`src/rtl/gray_sync_decoder.sv`:
```
// gray_sync_decoder
//   Brings an asynchronous Gray-coded input into the clk domain through a
//   two-flop synchronizer. It decodes the synchronized code to binary and
//   reports every change of the decoded value. Each change gives a one-cycle
//   out_valid pulse, together with the step direction and an illegal-step
//   flag.
//
//   Sequence after reset:
//     FILL  (2 cycles) flushes the synchronizer.
//     LOAD  (1 cycle)  takes the first value without checking it.
//     TRACK            runs until the next reset.
//
// Parameters
//   WIDTH         code width in bits, legal range 2..8.
//
// Ports
//   clk           single clock, rising edge.
//   rst           asynchronous, active-high reset.
//   in_gray       Gray-coded input, asynchronous to clk.
//   out_binary    registered decoded value.
//   out_valid     one-cycle pulse when out_binary takes a new value.
//   out_dir       1 = step up, 0 = step down. Meaningful only when
//                 out_valid=1 and out_step_err=0.
//   out_step_err  one-cycle pulse, coincident with out_valid. Set when the
//                 new value is neither last+1 nor last-1 (mod 2^WIDTH).
//   err_count     saturating count of illegal steps.
//
// Build option
//   GRAY_ERR_COUNT_EN  when defined, err_count counts out_step_err pulses and
//                      saturates at 255. When undefined, err_count is
//                      constant 0 and no counter is built.
module gray_sync_decoder #(
  parameter int WIDTH = 4
) (
  input  logic             clk,
  input  logic             rst,
  input  logic [WIDTH-1:0] in_gray,
  output logic [WIDTH-1:0] out_binary,
  output logic             out_valid,
  output logic             out_dir,
  output logic             out_step_err,
  output logic [7:0]       err_count
);

  typedef enum logic [1:0] {
    FILL  = 2'd0,
    LOAD  = 2'd1,
    TRACK = 2'd2
  } state_t;

  state_t           state, state_next;
  logic             fill_cnt;
  logic [WIDTH-1:0] s1, s2;
  logic [WIDTH-1:0] last;
  logic [WIDTH-1:0] decoded;
  logic [WIDTH-1:0] step;

  logic [WIDTH-1:0] binary_d, last_d;
  logic             valid_d, dir_d, step_err_d;

  // MSB passes straight through; each lower bit XORs the Gray bit with the
  // binary bit above it.
  function automatic logic [WIDTH-1:0] gray_to_bin(input logic [WIDTH-1:0] g);
    logic [WIDTH-1:0] b;
    b[WIDTH-1] = g[WIDTH-1];
    for (int i = WIDTH - 2; i >= 0; i--) begin
      b[i] = b[i+1] ^ g[i];
    end
    return b;
  endfunction

  // Two-flop synchronizer; only s2 is seen by the decode logic.
  // NOTE: flops use non-blocking assignments so that s2 takes the old s1,
  // not the value s1 receives on this same edge.
  always_ff @(posedge clk or posedge rst) begin
    if (rst) begin
      s1 <= '0;
      s2 <= '0;
    end else begin
      s1 <= in_gray;
      s2 <= s1;
    end
  end

  assign decoded = gray_to_bin(s2);
  // Modular difference: 1 is an up step and all-ones is a down step. This
  // also covers wrap-around.
  assign step    = decoded - last;

  // State register. fill_cnt marks the second FILL cycle.
  always_ff @(posedge clk or posedge rst) begin
    if (rst) begin
      state    <= FILL;
      fill_cnt <= 1'b0;
    end else begin
      state    <= state_next;
      fill_cnt <= (state == FILL);
    end
  end

  // Next-state logic.
  always_comb begin
    state_next = state;
    case (state)
      FILL:    if (fill_cnt) state_next = LOAD;
      LOAD:    state_next = TRACK;
      TRACK:   state_next = TRACK;
      default: state_next = FILL;
    endcase
  end

  // Output logic: next values for the registered outputs.
  // NOTE: every output gets a default before the case statement, so no
  // path leaves a signal unassigned and no latch is inferred.
  always_comb begin
    binary_d   = out_binary;
    last_d     = last;
    valid_d    = 1'b0;
    step_err_d = 1'b0;
    dir_d      = out_dir;
    case (state)
      LOAD: begin
        binary_d = decoded;
        last_d   = decoded;
        valid_d  = 1'b1;
        dir_d    = 1'b0;
      end
      TRACK: begin
        if (decoded != last) begin
          binary_d = decoded;
          last_d   = decoded;
          valid_d  = 1'b1;
          if (step == WIDTH'(1)) begin
            dir_d = 1'b1;
          end else if (step == '1) begin
            dir_d = 1'b0;
          end else begin
            dir_d      = 1'b0;
            step_err_d = 1'b1;
          end
        end
      end
      default: ;
    endcase
  end

  always_ff @(posedge clk or posedge rst) begin
    if (rst) begin
      out_binary   <= '0;
      last         <= '0;
      out_valid    <= 1'b0;
      out_dir      <= 1'b0;
      out_step_err <= 1'b0;
    end else begin
      out_binary   <= binary_d;
      last         <= last_d;
      out_valid    <= valid_d;
      out_dir      <= dir_d;
      out_step_err <= step_err_d;
    end
  end

`ifdef GRAY_ERR_COUNT_EN
  // Updates on the same edge that raises out_step_err, so the pulse and the
  // new count are visible together.
  logic [7:0] err_cnt_q;

  always_ff @(posedge clk or posedge rst) begin
    if (rst) begin
      err_cnt_q <= 8'd0;
    end else if (step_err_d && (err_cnt_q != 8'hFF)) begin
      err_cnt_q <= err_cnt_q + 8'd1;
    end
  end

  assign err_count = err_cnt_q;
`else
  assign err_count = 8'd0;
`endif

endmodule

```
`config.mk`:
```
export PLATFORM = sky130hd
export DESIGN_NAME = gray_sync_decoder
export DESIGN_NICKNAME = d
export VERILOG_FILES = /design/src/rtl/gray_sync_decoder.sv
export SDC_FILE = /design/constraint.sdc
export NUM_CORES = 1
export LEC_CHECK = 0
export CORE_UTILIZATION = 30
export DETAILED_ROUTE_END_ITERATION = 8
export SLEW_MARGIN = 20
export SYNTH_ARGS = -nofsm -noshare
export SYNTH_HDL_FRONTEND = slang
export SYNTH_SLANG_ARGS = --single-unit
```
`constraint.sdc`:
```
create_clock -name clk -period 2.4 [get_ports clk]
set_input_delay 0.24 -clock clk [delete_from_list [all_inputs] [get_ports clk]]
set_output_delay 0.24 -clock clk [all_outputs]
set_load 0.005 [all_outputs]
```
==> impl_metrics.ini, run 1 <==
[floorplanning]
top_level_ports = 21
fp.dieW_um = 56.5
fp.dieH_um = 56.5
core_area_um2 = 2780
rows = 19
start_util_pct = 32.0
design.die.area_um2 = 3190

[clock_tree]
cts_max_path_buffers = 2
cts.clk_slew.worst_paths_ns = 0.10
cts_root_buf = sky130_fd_sc_hd__clkbuf_4
clock_tree.htree_level_count = 1
clock-sinks = 18
cts-buffers-inserted = 3
cts-hold-fix-buffers = 0
tritoncts = built
insertion_delay_ns = 0.29

[critical_path]
worstPathRequired_ns = 2.58
critical_path_class = register to register
worstSetupStartpointType = register
cp_max_fo = 2
r2r-end = out_step_err
timing.critical_path.to_type = register
regToRegSetupSlack_ns = 0.01
worstReg2RegStart = s2[2]
reg2reg_depth = 9
critical_path_arrival_ns = 2.57

[sta]
max_slew_margin_pct = 55.0
finalWorstPathRequiredPeriod_ns = 2.39
worst-slew-pin-transition_ns = 0.674
rsz_0062_raised_after_global_routing = true
fin_tns_setup_ns = 0
setup_violations = 0
final.period_utilization_pct = 99.5
hold_viol_final = 0
hold_ws_ns = 0.337
timing.fmax_mhz = 419
skew_ns = 0.00754
timing_max_transition_violations_final = 0

[placed_design]
portBuffers = 12
detailedPlacementHpwl_mm = 1.02
gp_congestion = 0.790

[power]
irDropWorstVdd_mv = 0.426
power_density_nw_per_um2 = 734
leakage_nw = 0.533
post-layout-total-power_mw = 0.823

[synthesis]
post_synth_xor_area_fraction_pct = 6.60
post_synth_instance_area_um2 = 891
number_of_distinct_library_cells_after_synthesis = 30
synth_simple_gate_area_share_pct = 6.46
post_synthesis_compound_gate_area_fraction_pct = 9.41
yosys_register_bits = 18
synth.avg_cell_area_um2 = 12.0
warnings_synthesis = 0
synthAdderAreaFrac_pct = 10.7
synth_top_family_by_area = buffers and inverters
synth_mux_area_share_pct = 4.78
syn-instance-count = 74
sequential_area_share_after_synthesis_pct = 50.6

[drt]
detailroute.wirelength.met3_um = 66
routed_wirelength_mm = 1.31
drtPass1Iterations = 3
antenna_left = 0
wl_met1_um = 558
dr.first_iter.drc_count = 3
routed_via_density = 4.42
dr_total_vias = 566
route.met2.wl_um = 663
detail_route.wl_per_cell_um = 10.3
dr.max_layer_used = met4
drc = 0

[cells_and_area]
post_route_cells_drive_above_1_share_pct = 22.7
final_util_pct = 40.3
ff_latch_area_um2 = 450
flow.area_growth_from_synthesis_pct = 25.8
layout.nets = 112
multi_input_comb_area_um2 = 383
diodes = 0
count_of_fill_cells_added_during_filler_insertion = 278

[global_routing]
grt_pass1_vias = 564
global_route_wire_length_before_repair_mm = 2.25
global_route.overflow_total = 0
antenna_violations_before_repair = 0
grt_max_degree = 19
total_routing_usage_reported_by_global_routing_pct = 9.28

[job]
max_cap_violations = 0

[run_status]
outcome = finished, final reports clean

[min_path]
hp-class = primary input to async pin
[worst max-delay path, cell delays in order, from the launching register on]
cell                       delay [ns]
sky130_fd_sc_hd__dfrtp_1         0.40
sky130_fd_sc_hd__xor2_2          0.20
sky130_fd_sc_hd__xnor2_2         0.21
sky130_fd_sc_hd__clkinv_2        0.10
sky130_fd_sc_hd__xnor2_2         0.15
sky130_fd_sc_hd__ha_2            0.21
sky130_fd_sc_hd__fa_1            0.43
sky130_fd_sc_hd__or3_1           0.39
sky130_fd_sc_hd__nor3_2          0.13
sky130_fd_sc_hd__a311oi_2        0.06
[logic make-up (layout without fill, tap and decap cells)]
logic type / Yosys count / count (layout)
other: 1 / 8
xor gates and xnor gates: 5 / 5
and+or+nand+nor: 11 / 11
adders and majority gates: 7 / 7
muxes: 4 / 4
AOI/OAI and AO/OA: 10 / 10
DFF: 18 / 18
buffers and inverters: 18 / 34
[power breakdown]
group,leakage (nW),total (mW),internal [mW],switching [mW]
Sequential,0.209,0.354,0.335,0.0193
Combinational,0.310,0.321,0.184,0.137
Clock,0.0138,0.148,0.0584,0.0894
[metrics by stage]
stage / cell area (um2) / setup WS (ns) / std cells
after detailed placement: 1080 / -0.0282 / 124
after global routing: 1120 / -0.136 / 128
after CTS: 1110 / 0.0211 / 127
after floorplan: 922 / -0.0288 / 81
final: 1120 / 0.0113 / 128
after global placement: 1080 / 0.00396 / 124
[cell usage in the layout (no fill, tap or decap), types with 2 or more instances in the layout]
master                            count
sky130_fd_sc_hd__inv_1                9
sky130_fd_sc_hd__mux2i_1              2
sky130_fd_sc_hd__mux2_1               2
sky130_fd_sc_hd__dfrtp_1             18
sky130_fd_sc_hd__xor2_1               2
sky130_fd_sc_hd__nor2_1               3
sky130_fd_sc_hd__conb_1               8
sky130_fd_sc_hd__a21oi_1              2
sky130_fd_sc_hd__buf_4                9
sky130_fd_sc_hd__clkdlybuf4s50_1     12
sky130_fd_sc_hd__o21ai_2              2
sky130_fd_sc_hd__xnor2_2              2
sky130_fd_sc_hd__ha_1                 5
sky130_fd_sc_hd__clkbuf_4             3
[cell usage after synthesis]
cell type	number	area (um2)
sky130_fd_sc_hd__mux2i_1	2	20.0
sky130_fd_sc_hd__o32ai_2	1	16.3
sky130_fd_sc_hd__o21ai_1	1	5.00
sky130_fd_sc_hd__o21ai_2	2	17.5
sky130_fd_sc_hd__xnor2_1	1	8.76
sky130_fd_sc_hd__nor2_1	3	11.3
sky130_fd_sc_hd__xor2_2	1	16.3
sky130_fd_sc_hd__xor2_1	2	17.5
sky130_fd_sc_hd__or3_1	1	6.26
sky130_fd_sc_hd__a21boi_1	1	7.51
sky130_fd_sc_hd__o31ai_1	1	7.51
sky130_fd_sc_hd__nand2_1	1	3.75
sky130_fd_sc_hd__conb_1	1	3.75
sky130_fd_sc_hd__fa_1	1	20.0
sky130_fd_sc_hd__dfrtp_1	18	450
sky130_fd_sc_hd__ha_1	6	75.1
sky130_fd_sc_hd__buf_4	8	60.1
sky130_fd_sc_hd__nand3_1	1	5.00
sky130_fd_sc_hd__xnor2_2	1	16.3
sky130_fd_sc_hd__nand3b_1	1	7.51
sky130_fd_sc_hd__o21ai_0	1	5.00
sky130_fd_sc_hd__clkinv_2	1	5.00
sky130_fd_sc_hd__inv_1	9	33.8
sky130_fd_sc_hd__mux2_1	2	22.5
sky130_fd_sc_hd__and3_1	1	6.26
sky130_fd_sc_hd__nor2b_1	1	6.26
sky130_fd_sc_hd__a21oi_1	2	10.0
sky130_fd_sc_hd__a311oi_2	1	15.0
sky130_fd_sc_hd__or2_1	1	6.26
sky130_fd_sc_hd__nor3_1	1	5.00
[area by class of cell]
class | count | area share, %
clock buffers | 3 | 2.01
inverters | 10 | 3.46
multi-input cells | 45 | 34.2
flip-flops and latches | 18 | 40.2
well taps | 31 | 3.46
repair buffers | 21 | 16.7
[worst max-delay path by stage]
stage / startpoint / end / depth (start not counted)
final: s2[2] / out_step_err / 9
after detailed placement: s2[2] / out_step_err / 9
after global placement: s2[2] / out_step_err / 9
after floorplan: s2[3] / out_step_err / 10
after CTS: s2[2] / out_step_err / 9
after global routing: s2[3] / out_step_err / 9
[flip-flops by register name (all words and copies together), names as in the netlist]
signal and flops:
last 4, state 2, s1 4, out_dir 1, out_step_err 1, s2 4
fill_cnt 1, out_valid 1
[routing by layer]
layer | GRT usage [%] | vias to the layer above
met5 | 0 | -
met1 | 9.78 | 271
met4 | 4.18 | 0
met3 | 2.76 | 4
met2 | 16.8 | 20
li1 | - | 271
[what timing repair did]
action                                  in CTS  in global routing
buffers inserted                             0                  1
endpoints found under the setup margin       1                  2
gates resized for setup                      2                  0
pin swaps                                    1                  1
No activity file was read; power rests on OpenSTA's default activity.
==> inputs of run 2 (changes only) <==
CORE_MARGIN = 3   (was default)
==> impl_metrics.ini, run 2 (same netlist as run 1, synthesis figures left out) <==
[global_routing]
globalRoute.busiestLayer = met2
grt_max_degree = 19
total_routing_usage_reported_by_global_routing_pct = 9.08
antenna_violations_before_repair = 0
global_route_wire_length_before_repair_mm = 2.38
global_route.overflow_total = 0
use_met3_pct = 2.55
grtUsageMet1_pct = 9.65
global_route.usage.met2_pct = 16.8
grt_pass1_vias = 604

[sta]
fin_tns_setup_ns = -0.0249
timing_max_transition_violations_final = 0
timing.fmax_mhz = 412
rsz_0062_raised_after_global_routing = true
hold_viol_final = 0
finalWorstPathRequiredPeriod_ns = 2.42
skew_ns = 0.00256
max_slew_margin_pct = 54.1
setup_violations = 1
worst-slew-pin-transition_ns = 0.688
setup_ws_ns = -0.0249
final.period_utilization_pct = 101

[cells_and_area]
final_util_pct = 41.1
post_route_cells_drive_above_1_share_pct = 24.2
final_cell_mix = 18 x sky130_fd_sc_hd__dfrtp_1, 12 x sky130_fd_sc_hd__clkdlybuf4s50_1, 10 x sky130_fd_sc_hd__buf_4
diodes = 0
instances_no_fill = 130
layout.nets = 113
count_of_fill_cells_added_during_filler_insertion = 271
largestRegisters = last x4, s1 x4, s2 x4
commonest_non_fill_non_tap_cell_in_the_layout = sky130_fd_sc_hd__dfrtp_1
flow.area_growth_from_synthesis_pct = 28.2

[clock_tree]
clock-sinks = 18
tritoncts = built
cts_max_path_buffers = 2
clock_tree.htree_level_count = 1
insertion_delay_ns = 0.29
cts.clk_slew.worst_paths_ns = 0.11
cts-hold-fix-buffers = 0
cts-buffers-inserted = 3
cts_root_buf = sky130_fd_sc_hd__clkbuf_4

[critical_path]
critical_path_arrival_ns = 2.61
cp.buffers_inverters = 1
worstPathRequired_ns = 2.58
critPathMaxStageDelay_ns = 0.43
largest_delay_contributor_family_on_the_critical_path = adder cells
worstSetupStartpointType = register
timing.critical_path.to_type = register
cp_num_cells = 9
worstPathCellList = xor2_2 > xnor2_2 > clkinv_2 > xnor2_2 > ha_2 > fa_1 > or3_1 > nor3_2 > a311oi_2
cp_max_fo = 2
critPathMostFrequentCell = sky130_fd_sc_hd__xnor2_2
reg2reg_depth = 9
critical_path_class = register to register
crit_slowest_cell = sky130_fd_sc_hd__fa_1

[placed_design]
detailedPlacementHpwl_mm = 1.12
dp_cells = 123
portBuffers = 12
gp_congestion = 0.739

[power]
leakage_nw = 0.545
power.switching_mw = 0.257
irDropWorstVdd_mv = 0.372
cell_internal_power_mw = 0.615
power.clock.fraction_pct = 21.8
seqPwrFrac_pct = 40.6
power.combinational.fraction_pct = 37.6
p_sw_share_pct = 29.5
post-layout-total-power_mw = 0.872
power_density_nw_per_um2 = 763

[drt]
detail_route.wl_per_cell_um = 10.6
dr.first_iter.drc_count = 1
routed_via_density = 4.41
drtPass1Iterations = 2
routed_wirelength_mm = 1.38
antenna_left = 0
dr_total_vias = 573
drc = 0

[floorplanning]
fp.dieH_um = 60.5
design.die.area_um2 = 3660
core_area_um2 = 2780
fp.dieW_um = 60.5
start_util_pct = 32.0
rows = 19
top_level_ports = 21

[job]
max_cap_violations = 0

[run_status]
violations = negative setup slack
outcome = finished, violations left

[min_path]
hp-class = primary input to async pin
run 2: cell types whose count changed in the layout (fill, tap and decap cells not counted):
cell                       change
sky130_fd_sc_hd__buf_4         +1
sky130_fd_sc_hd__clkbuf_8      +1
run 2: final timing paths:
path / start / slack (ns) / end
worst max-delay path: s2[2] / -0.02 / out_step_err
worst min-delay path: rst / 0.34 / s2[0]
worst max register to register: s2[2] / -0.02 / out_step_err
worst min register to register: s1[1] / 0.36 / s2[1]
max in group asynchronous: rst / 1.63 / last[1]
min in group clk: s1[1] / 0.36 / s2[1]
run 2: repair_timing:
action / in CTS / in global routing
setup endpoints to repair: 2 / 2
gates resized for setup: 2 / 0
gates cloned: 0 / 0
setup buffers: 1 / 2
pin swaps: 1 / 2
run 2: cell type report:
class / instances / area (um2) / share of cell area, %
Multi-Input combinational cell: 45 / 383 / 33.5
Inverter: 10 / 38.8 / 3.40
Tap cell: 31 / 38.8 / 3.40
Clock buffer: 4 / 36.3 / 3.18
Timing Repair Buffer: 22 / 195 / 17.1
Sequential cell: 18 / 450 / 39.4
run 2: layer usage:
metal,share of wire [%],up-vias,wire [um]
li1,-,280,-
met1,40,274,559
met2,53,17,727
met3,5.6,2,77
met4,1.4,0,19
met5,0,-,0
run 2: power groups by stage:
stage | Combinational [mW] | Clock (mW) | Sequential (mW)
after global routing | 0.364 | 0.203 | 0.360
after global placement | 0.308 | 0 | 0.360
final | 0.328 | 0.190 | 0.354
after CTS | 0.325 | 0.197 | 0.355
after detailed placement | 0.315 | 0 | 0.361
after floorplan | 0.186 | 0 | 0.362
run 2: stage by stage:
| stage | area [um2] | hold slack [ns] | setup WS [ns] |
|---|---|---|---|
| 2_1_floorplan | 922 | 0.179 | -0.0288 |
| 3_3_place_gp | 1070 | 0.331 | -0.0112 |
| 3_5_place_dp | 1070 | 0.335 | -0.0522 |
| 4_1_cts | 1130 | 0.360 | 0.00474 |
| 5_1_grt | 1140 | 0.368 | -0.128 |
| 6_report | 1140 | 0.336 | -0.0249 |
run 2: worst register-to-register path: stages, from the launching register on:
cell	delay, ns
sky130_fd_sc_hd__dfrtp_1	0.41
sky130_fd_sc_hd__xor2_2	0.20
sky130_fd_sc_hd__xnor2_2	0.22
sky130_fd_sc_hd__clkinv_2	0.11
sky130_fd_sc_hd__xnor2_2	0.15
sky130_fd_sc_hd__ha_2	0.22
sky130_fd_sc_hd__fa_1	0.43
sky130_fd_sc_hd__or3_1	0.40
sky130_fd_sc_hd__nor3_2	0.13
sky130_fd_sc_hd__a311oi_2	0.06
==> inputs of run 3 (changes only) <==
--- a/config.mk
+++ b/config.mk
@@ -10,2 +10,3 @@
 export DETAILED_ROUTE_END_ITERATION = 8
+export SKIP_LAST_GASP = 1
 export SLEW_MARGIN = 20
--- a/constraint.sdc
+++ b/constraint.sdc
@@ -3,2 +3,2 @@
 set_output_delay 0.24 -clock clk [all_outputs]
-set_load 0.005 [all_outputs]
+set_load 0.02 [all_outputs]
==> impl_metrics.ini, run 3 (same netlist as run 1, synthesis figures left out) <==
[run_status]
outcome = finished, final reports clean

[floorplanning]
core_area_um2 = 2780
fp.dieH_um = 60.5
design.die.area_um2 = 3660
top_level_ports = 21
rows = 19
fp.dieW_um = 60.5
start_util_pct = 32.0

[drt]
drc = 0
routed_wirelength_mm = 1.30
antenna_left = 0
drtPass1Iterations = 4
routed_via_density = 4.28
dr.first_iter.drc_count = 6
detail_route.wl_per_cell_um = 10.2
dr_total_vias = 543

[critical_path]
worstSetupStartpointType = register
critPathMaxStageDelay_ns = 0.41
critPathMostFrequentCell = sky130_fd_sc_hd__xnor2_2
worstPathRequired_ns = 2.57
critical_path_arrival_ns = 2.53
worstReg2RegStart = s2[2]
cp_max_fo = 2
timing.critical_path.to_type = register
critical_path_class = register to register
critPathLaunch = s2[2]
worstPathCellList = xor2_2 > xnor2_2 > clkinv_2 > xnor2_2 > ha_2 > fa_1 > xor2_1 > or3_1 > nor3_2 > a311oi_2
crit_slowest_cell = sky130_fd_sc_hd__dfrtp_1

[placed_design]
post_dp_cell_area_um2 = 1070
gp_congestion = 0.791
detailedPlacementHpwl_mm = 1.04
portBuffers = 12

[sta]
skew_ns = 0.00424
timing.fmax_mhz = 424
final.period_utilization_pct = 98.3
fin_tns_setup_ns = 0
finalWorstPathRequiredPeriod_ns = 2.36
max_slew_margin_pct = 54.8
setup_violations = 0
worst-slew-pin-transition_ns = 0.678
hold_ws_ns = 0.333
hold_viol_final = 0
rsz_0062_raised_after_global_routing = true
timing_max_transition_violations_final = 0

[global_routing]
grt_max_degree = 19
global_route_wire_length_before_repair_mm = 2.34
antenna_violations_before_repair = 0
total_routing_usage_reported_by_global_routing_pct = 8.86
grt_pass1_vias = 560
global_route.overflow_total = 0

[power]
leakage_nw = 0.531
power_density_nw_per_um2 = 796
irDropWorstVdd_mv = 0.376

[cells_and_area]
post_route_cells_drive_above_1_share_pct = 21.9
count_of_fill_cells_added_during_filler_insertion = 273
largestRegisters = last x4, s1 x4, s2 x4
diodes = 0
finalInstanceArea_um2 = 1120
commonest_non_fill_non_tap_cell_in_the_layout = sky130_fd_sc_hd__dfrtp_1
flow.area_growth_from_synthesis_pct = 25.7
layout.nets = 110
final_cell_mix = 18 x sky130_fd_sc_hd__dfrtp_1, 12 x sky130_fd_sc_hd__clkdlybuf4s50_1, 9 x sky130_fd_sc_hd__inv_1

[clock_tree]
cts.clk_slew.worst_paths_ns = 0.11
cts-buffers-inserted = 3
cts_max_path_buffers = 2
insertion_delay_ns = 0.29
clock_tree.htree_level_count = 1
cts-hold-fix-buffers = 0
setup_buffers_after_cts = 0
clock-sinks = 18
cts_root_buf = sky130_fd_sc_hd__clkbuf_4
tritoncts = built

[min_path]
hp-class = primary input to async pin

[job]
max_cap_violations = 0
==> run 3: cell type report <==
| type | instances | area, um2 | share of cell area (%) |
|---|---|---|---|
| repair buffers | 19 | 173 | 15.4 |
| inverters | 10 | 38.8 | 3.46 |
| clock buffers | 4 | 36.3 | 3.24 |
| flip-flops and latches | 18 | 450 | 40.2 |
| multi-input cells | 45 | 383 | 34.2 |
| well taps | 31 | 38.8 | 3.46 |
==> run 3: worst paths after layout <==
path,endpoint,slack (ns),cells after the start
max,out_step_err,0.04,10
min,s1[1],0.33,2
max reg2reg,out_step_err,0.04,10
min reg2reg,s2[0],0.36,0
max in group asynchronous,out_step_err,1.63,2
min in group clk,s2[0],0.36,0
==> run 3: repair_timing <==
item | CTS | global route
resized for setup | 2 | 0
pin swaps | 1 | 1
gates cloned | 0 | 0
endpoints found under the setup margin | 1 | 2
==> run 3: stage by stage <==
stage               setup slack, ns  power (mW)  util [%]  std cells
finish                       0.0403       0.891      40.3        127
global placement             0.0271       0.706      38.6        123
floorplan                   -0.0288       0.585         -         81
detailed placement          -0.0113       0.710      38.6        123
global route                 -0.107       0.956      40.3        127
CTS                          0.0176       0.908      40.3        127
==> run 3: critical path: cells and delay by family, from the launching register on <==
kind / cells / cell delay, ns
xor gates and xnor gates: 4 / 0.66
AOI/OAI and AO/OA: 1 / 0.06
DFF: 1 / 0.41
adders and majority gates: 2 / 0.55
and+or+nand+nor: 2 / 0.45
buffers and inverters: 1 / 0.10
==> run 3: power by group <==
group	switching (mW)	leakage (nW)	total, mW	internal [mW]
logic	0.172	0.300	0.350	0.178
registers	0.0192	0.209	0.354	0.335
clock network	0.0942	0.0210	0.187	0.0924
==> run 3: layer usage <==
layer	global-route usage (%)	vias up	wire length, um
met2	13.9	15	648
met5	0	-	0
met1	10.8	258	544
met3	2.98	2	89
met4	4.64	0	12
li1	-	268	-
